## config.mk

```make
export PLATFORM = sky130hd
export DESIGN_NAME = axi_burst_writer
export DESIGN_NICKNAME = d
export VERILOG_FILES = /design/src/rtl/axi_burst_writer.sv
export SDC_FILE = /design/constraint.sdc
export NUM_CORES = 1
export LEC_CHECK = 0
export CAP_MARGIN = 20
export CORE_AREA = 2 2 143 145
export DETAILED_ROUTE_END_ITERATION = 10
export DIE_AREA = 0 0 145 147
export PLACE_DENSITY = 0.51
export SLEW_MARGIN = 20
export SYNTH_ARGS = -nofsm -noshare
export SYNTH_HDL_FRONTEND = slang
export SYNTH_SLANG_ARGS = --single-unit
```

## constraint.sdc

```tcl
create_clock -name clk -period 2.1 [get_ports clk]
set_input_delay 0.315 -clock clk [delete_from_list [all_inputs] [get_ports clk]]
set_output_delay 0.315 -clock clk [all_outputs]
set_load 0.005 [all_outputs]
```

## src/rtl/axi_burst_writer.sv

```systemverilog
// axi_burst_writer: AXI4 single-ID INCR burst write master (command -> AW, upstream beats -> W, B -> done/err)
// Ports: clk/rst (async active-high); cmd_valid/cmd_ready/cmd_addr/cmd_len command in;
// din_valid/din_ready/din_data upstream beats; done one-cycle completion pulse; err sticky bad-bresp flag;
// aw*_s_inf, w*_s_inf, b*_s_inf AXI4 write channels.
// Optional feature: define BRESP_CHECK_EN to latch err on a non-OKAY bresp; otherwise err is tied 0.
module axi_burst_writer #(
  parameter int DATA_W = 128,
  parameter int ADDR_W = 32,
  parameter int LEN_W = 8,
  parameter logic [3:0] AXI_ID = 4'd0
) (
  input  logic              clk,
  input  logic              rst,
  input  logic              cmd_valid,
  output logic              cmd_ready,
  input  logic [ADDR_W-1:0] cmd_addr,
  input  logic [LEN_W-1:0]  cmd_len,
  input  logic              din_valid,
  output logic              din_ready,
  input  logic [DATA_W-1:0] din_data,
  output logic              done,
  output logic              err,
  output logic [3:0]        awid_s_inf,
  output logic [ADDR_W-1:0] awaddr_s_inf,
  output logic [LEN_W-1:0]  awlen_s_inf,
  output logic [2:0]        awsize_s_inf,
  output logic [1:0]        awburst_s_inf,
  output logic              awvalid_s_inf,
  input  logic              awready_s_inf,
  output logic [DATA_W-1:0] wdata_s_inf,
  output logic              wlast_s_inf,
  output logic              wvalid_s_inf,
  input  logic              wready_s_inf,
  input  logic [3:0]        bid_s_inf,
  input  logic [1:0]        bresp_s_inf,
  input  logic              bvalid_s_inf,
  output logic              bready_s_inf
);
  typedef enum logic [1:0] {IDLE, ADDR, DATA, RESP} state_t;
  state_t state;
  logic [LEN_W-1:0] cnt, len_q;
  logic [ADDR_W-1:0] addr_q;
  logic in_data;
  assign in_data = state == DATA;
  assign cmd_ready = state == IDLE;
  assign awid_s_inf = AXI_ID;
  assign awaddr_s_inf = addr_q;
  assign awlen_s_inf = len_q;
  assign awsize_s_inf = 3'($clog2(DATA_W / 8));
  assign awburst_s_inf = 2'b01;
  assign awvalid_s_inf = state == ADDR;
  assign wvalid_s_inf = in_data && din_valid;
  assign wdata_s_inf = in_data ? din_data : '0;
  assign wlast_s_inf = in_data && cnt == len_q;
  assign din_ready = in_data && wready_s_inf;
  assign bready_s_inf = state == RESP;
  always_ff @(posedge clk or posedge rst)
    if (rst) begin
      state <= IDLE;
      cnt <= '0;
      len_q <= '0;
      addr_q <= '0;
      done <= 1'b0;
`ifdef BRESP_CHECK_EN
      err <= 1'b0;
`endif
    end else begin
      done <= 1'b0;
      case (state)
        IDLE: if (cmd_valid) begin
          addr_q <= cmd_addr;
          len_q <= cmd_len;
          cnt <= '0;
          state <= ADDR;
`ifdef BRESP_CHECK_EN
          err <= 1'b0;
`endif
        end
        ADDR: if (awready_s_inf) state <= DATA;
        DATA: if (din_valid && wready_s_inf) begin
          cnt <= cnt + LEN_W'(1);
          if (cnt == len_q) state <= RESP;
        end
        RESP: if (bvalid_s_inf) begin
          state <= IDLE;
          done <= 1'b1;
`ifdef BRESP_CHECK_EN
          if (bresp_s_inf != 2'b00) err <= 1'b1;
`endif
        end
        default: state <= IDLE;
      endcase
    end
`ifdef BRESP_CHECK_EN
  logic unused_b;
  assign unused_b = ^bid_s_inf;
`else
  logic unused_b;
  assign unused_b = ^{bid_s_inf, bresp_s_inf};
  assign err = 1'b0;
`endif
endmodule

```

==> results.toml, run 1 <==
[sta]
rsz0062_at_grt = "yes"
clock.fmax_mhz = 483
period_minus_slack_ns = 2.07
setup_viol = 0
maxSlewViolCount = 0
hold_viol_final = 0
finalCritPeriodShare = 0.985
fin_skew_ns = 0.00712
finalWorstSetupSlack_ns = 0.0312

[place]
routabilityCongestion = 0.854
io_buffers = 349
dp_hpwl_mm = 12.5
pre_cts_ws_ns = 0.0514

[cts]
clock_path_buffers = 2
cts_tree = "yes"
clk_latency_ns = 0.30
numCtsBuffers = 5
cts_sinks = 51
cts-hold-fix-buffers = 0
cts_root_buffer = "clkbuf_16"
h-tree-depth = 2
cts.clk_slew.worst_paths_ns = 0.07

[routing]
routed_via_density = 3.84
wl_per_cell_um = 16.4
first_pass_iters = 4
vias = 3723
wl_mm = 16.0
drtIter0Drc = 70
antenna_left = 0
route.detailed.drc = 0

[floorplanning]
initial_core_util = 0.162
coreArea_um2 = 19800
fp.dieW_um = 145
io_pins = 366
die_y_um = 147
dieArea_um2 = 21300
rows = 52

[setup_path]
crit_arrival_ns = 1.75
crit_path_end_kind = "primary output"
cp_top_family = "buffers and inverters"
setup.worst_path.start_class = "flop"
worst_ep_required_time_ns = 1.78
startpoint = "state[1]"
crit_chain = "ha_4 > buf_12 > buf_4 > buf_4 > and2_1 > dlygate4sd2_1"
cp_num_buf_inv = 4
rr_startpoint = "state[1]"
crit_top_cell = "buf_4"
cpPeakStageDelay_ns = 0.44
crit_type = "reg -> out"
path_max_fanout = 14
crit_slowest_cell = "dfrtp_2"

[global_route]
grt-ovfl-total = 0
grt_pass1_wl_mm = 23.8
grt_max_degree = 46
antenna_found_initial = 0
grt_use_total = 0.141
first_global_vias = 3855

[power_and_ir_drop]
power_leakage_nw = 3.59
seqPwrFrac = 0.209
p_comb_frac = 0.676
powerDensity_nw_per_um2 = 1100
internal-power_mw = 5.47
clockPowerShare = 0.115
power_mw = 8.22
p_sw_mw = 2.75
swShare = 0.334
ir_drop_mv = 0.494

[synth]
synth_area_um2 = 3220
synth_edf_count = 0
synth.yosys.seq_area_share = 0.396
synth_cells = 329
synth_area_per_cell_um2 = 9.79
synth_flop_cell = "dfrtp_1"
yosysWarnings = 0
synth_seq_cells = 51
ys_types = 33
postSynth.asyncResetShare = 1.00

[cells_and_area]
multi_input_area_um2 = 1830
final_cell_mix = "clkdlybuf4s50_1, and2_1, dlygate4sd2_1, dfrtp_1, mux2_2"
layout_commonest_cell = "clkdlybuf4s50_1"
utilization = 0.377
drive_gt1_frac = 0.140
nNetsFinal = 885
area_growth_pct = 132
regArea_um2 = 1280
num_antenna_cells = 0
fillers = 2036

[job]
max_cap_viol_count = 0

[hold_path]
min_path_type = "in -> async"

[outcome]
status = "finished clean"
## cells in the mapped netlist (3+ instances only)
cell type  number  area (um^2)
inv_1           6         22.5
nor2b_1         3         18.8
buf_4          10         75.1
and3_1          3         18.8
xor2_1          8         70.1
ha_1            5         62.6
a21oi_1         4         20.0
o21ai_0         4         20.0
and2_1        131          820
buf_2           3         15.0
a31oi_1         3         18.8
clkbuf_1       16         60.1
nor2_1          8         30.0
mux2_2         40          450
nand2_1         9         33.8
dfrtp_1        51         1280
## power by group through the flow
stage	clock, mW	sequential, mW	combinational, mW
2_1_floorplan	0	1.74	1.91
3_3_place_gp	0	1.72	5.32
3_5_place_dp	0	1.74	5.37
4_1_cts	0.986	1.73	5.33
5_1_grt	1.03	1.78	5.98
6_report	0.943	1.72	5.56
## sequential cells by signal (all words and copies together) (netlist names)
| signal | cells |
|---|---|
| done | 1 |
| state | 2 |
| awlen_s_inf | 8 |
| cnt | 8 |
| awaddr_s_inf | 32 |
## area by class of cell
class                   instances  area share
clock buffers                   5      0.0167
clock inverters                 3     0.00586
inverters                       6     0.00301
multi-input cells             250       0.245
flip-flops and latches         51       0.171
well taps                     270      0.0452
repair buffers                385       0.513
## logic make-up (layout without fill, tap and decap cells)
family	count (synthesis)	after routing	synth area share
and+or+nand+nor	166	166	0.318
muxes	41	41	0.144
xor gates and xnor gates	10	10	0.0272
DFF	51	51	0.396
other	2	10	0.00233
AOI/OAI and AO/OA	18	18	0.0377
buffers and inverters	36	399	0.0548
adders and majority gates	5	5	0.0194
## stage by stage
step	hold slack [ns]	TNS, ns	std cells	area [um^2]
2_1_floorplan	0.449	0	337	3250
3_3_place_gp	0.489	0	942	7120
3_5_place_dp	0.492	0	942	7120
4_1_cts	0.227	-0.745	959	7300
5_1_grt	0.239	-0.0401	970	7480
6_report	0.228	0	970	7480
## per-layer routing
metal,global-route usage,up-vias,part of all wire
met4,0.0233,0,0.0078
met1,0.178,1766,0.43
met5,0,-,0
li1,-,1793,-
met2,0.249,156,0.51
met3,0.0329,8,0.055
## final timing paths
kind	to	slack, ns	cells past startpoint
setup / recovery	wdata_s_inf[43]	0.03	6
hold / removal	awaddr_s_inf[18]	0.23	2
setup reg to reg	cnt[7]	0.12	7
hold reg to reg	awaddr_s_inf[15]	0.51	1
max in group asynchronous	awaddr_s_inf[3]	1.38	3
min in group clk	awaddr_s_inf[15]	0.51	1
## repair_timing
action                                  4_1_cts  5_1_grt
gates cloned                                  3        2
endpoints found under the setup margin      132       16
setup buffers                                 6       10
gates resized for setup                     132       38
pin swaps                                     1        1
No activity file was read; power rests on OpenSTA's default activity.
==> run 2, diff against run 1 <==
- SLEW_MARGIN: 20 -> unset
- TNS_END_PERCENT: unset -> 10
==> run 2 against run 1 <==
  * The run now ends with negative setup slack left
  * Clock skew is essentially flat
  * Count of clock-buffer cells in the layout is the same
  * Maximum frequency down 4.6%
  * Via count decreased by 0.78%
  * Combinational power down 3%
  * Power down 1.8%
  * Final cell count down 0.82%
  * Worst hold slack barely moved
  * Non-clock buffer count down 8
  * Largest power group unchanged
==> results.toml, run 2 (synthesized netlist as in run 1, its figures left out) <==
[outcome]
status = "finished, violations left"
violations = "negative setup slack"

[cells_and_area]
nNetsFinal = 877
layout_commonest_cell = "clkdlybuf4s50_1"
finalNonFillerCells = 962
final_cell_mix = "clkdlybuf4s50_1, and2_1, dlygate4sd2_1, dfrtp_1, mux2_2"
area_growth_pct = 128
num_antenna_cells = 0
largest_reg_flops = 32
multi_input_area_um2 = 1840
fillers = 2044
regArea_um2 = 1280
drive_gt1_frac = 0.173

[global_route]
grt_pass1_wl_mm = 23.7
grt_max_degree = 46
first_global_vias = 3839
grt_use_total = 0.141
grt-ovfl-total = 0
antenna_found_initial = 0

[power_and_ir_drop]
ir_drop_mv = 0.492
powerDensity_nw_per_um2 = 1100
p_sw_mw = 2.70
internal-power_mw = 5.37
clockPowerShare = 0.117
power_mw = 8.07
power_leakage_nw = 3.72
swShare = 0.335
p_comb_frac = 0.671
seqPwrFrac = 0.212

[place]
dp_hpwl_mm = 12.5
io_buffers = 349
pre_cts_ws_ns = 0.0514
numPlacedInstances = 942
routabilityCongestion = 0.854

[routing]
wl_mm = 15.8
drtIter0Drc = 89
first_pass_iters = 4
wl_per_cell_um = 16.4
vias = 3694
route.detailed.drc = 0
routed_via_density = 3.84
antenna_left = 0

[floorplanning]
io_pins = 366
dieArea_um2 = 21300
initial_core_util = 0.162
die_y_um = 147
coreArea_um2 = 19800
fp.dieW_um = 145
rows = 52

[sta]
finalCritPeriodShare = 1.03
period_minus_slack_ns = 2.17
setup_viol = 2
maxSlewViolCount = 0
finalWorstSetupSlack_ns = -0.0694
hold_viol_final = 0
setup_tns_ns = -0.135
clock.fmax_mhz = 461
fin_skew_ns = 0.00732
rsz0062_at_grt = "yes"

[setup_path]
worst_ep_required_time_ns = 1.78
cpPeakStageDelay_ns = 0.37
crit_arrival_ns = 1.85
cp_top_family = "buffers and inverters"
crit_chain = "inv_2 > ha_4 > buf_12 > buf_4 > buf_12 > buf_16 > and2_1 > dlygate4sd2_1"
crit_type = "reg -> out"
crit_top_cell = "buf_12"
cp_num_buf_inv = 6
path_max_fanout = 31
setup.worst_path.start_class = "flop"
crit_slowest_cell = "dfrtp_1"
crit_path_end_kind = "primary output"

[cts]
h-tree-depth = 2
numCtsBuffers = 5
cts_root_buffer = "clkbuf_16"
clk_latency_ns = 0.30
cts_sinks = 51
cts_tree = "yes"
cts.clk_slew.worst_paths_ns = 0.07
clock_path_buffers = 2

[hold_path]
min_path_type = "in -> async"

[job]
max_cap_viol_count = 0
[run 2: cell types whose count changed in the layout (fill, tap and decap cells not counted), moves of 2 or more]
cell,change
buf_4,-7
buf_16,+2
dlymetal6s2s_1,+15
and2_1,-4
dlygate4sd2_1,-20
clkbuf_2,+27
and2_4,+4
clkdlybuf4s15_1,-22
[run 2: area by class of cell]
cell class,count,share of cell area
repair buffers,377,0.505
clock inverters,3,0.00595
multi-input cells,250,0.250
flip-flops and latches,51,0.174
inverters,6,0.00306
clock buffers,5,0.0170
well taps,270,0.0459
[run 2: per-layer routing]
layer	share of wire	global-route usage	up-vias
met4	0.0078	0.0233	0
met1	0.43	0.178	1751
li1	-	-	1776
met3	0.059	0.0329	8
met2	0.51	0.248	159
met5	0	0	-
[run 2: per-stage QoR]
step / util / hold WS [ns] / instance area [um^2]
2_1_floorplan: - / 0.449 / 3250
3_3_place_gp: 0.359 / 0.489 / 7120
3_5_place_dp: 0.359 / 0.492 / 7120
4_1_cts: 0.368 / 0.227 / 7300
5_1_grt: 0.371 / 0.239 / 7360
6_report: 0.371 / 0.228 / 7360
[run 2: worst paths after layout]
check | cells after the start | startpoint | slack, ns | end
min in group clk | 1 | awaddr_s_inf[15] | 0.51 | awaddr_s_inf[15]
min reg2reg | 1 | awaddr_s_inf[15] | 0.51 | awaddr_s_inf[15]
min | 2 | rst | 0.23 | awaddr_s_inf[18]
max | 8 | state[0] | -0.07 | wdata_s_inf[99]
max reg2reg | 8 | state[0] | 0.17 | cnt[7]
max in group asynchronous | 3 | rst | 1.38 | awaddr_s_inf[3]
[run 2: power by group through the flow]
| stage | Sequential, mW | Combinational (mW) | Clock (mW) |
|---|---|---|---|
| 2_1_floorplan | 1.74 | 1.91 | 0 |
| 3_3_place_gp | 1.72 | 5.32 | 0 |
| 3_5_place_dp | 1.74 | 5.37 | 0 |
| 4_1_cts | 1.73 | 5.35 | 0.986 |
| 5_1_grt | 1.78 | 5.84 | 1.03 |
| 6_report | 1.71 | 5.42 | 0.944 |
[run 2: timing repair]
item                       4_1_cts  5_1_grt
setup endpoints to repair      132       24
pin swaps                        1        0
resized for setup              116       89
cloned                           3        1
hold buffers                     0        0
setup buffers                    4        4
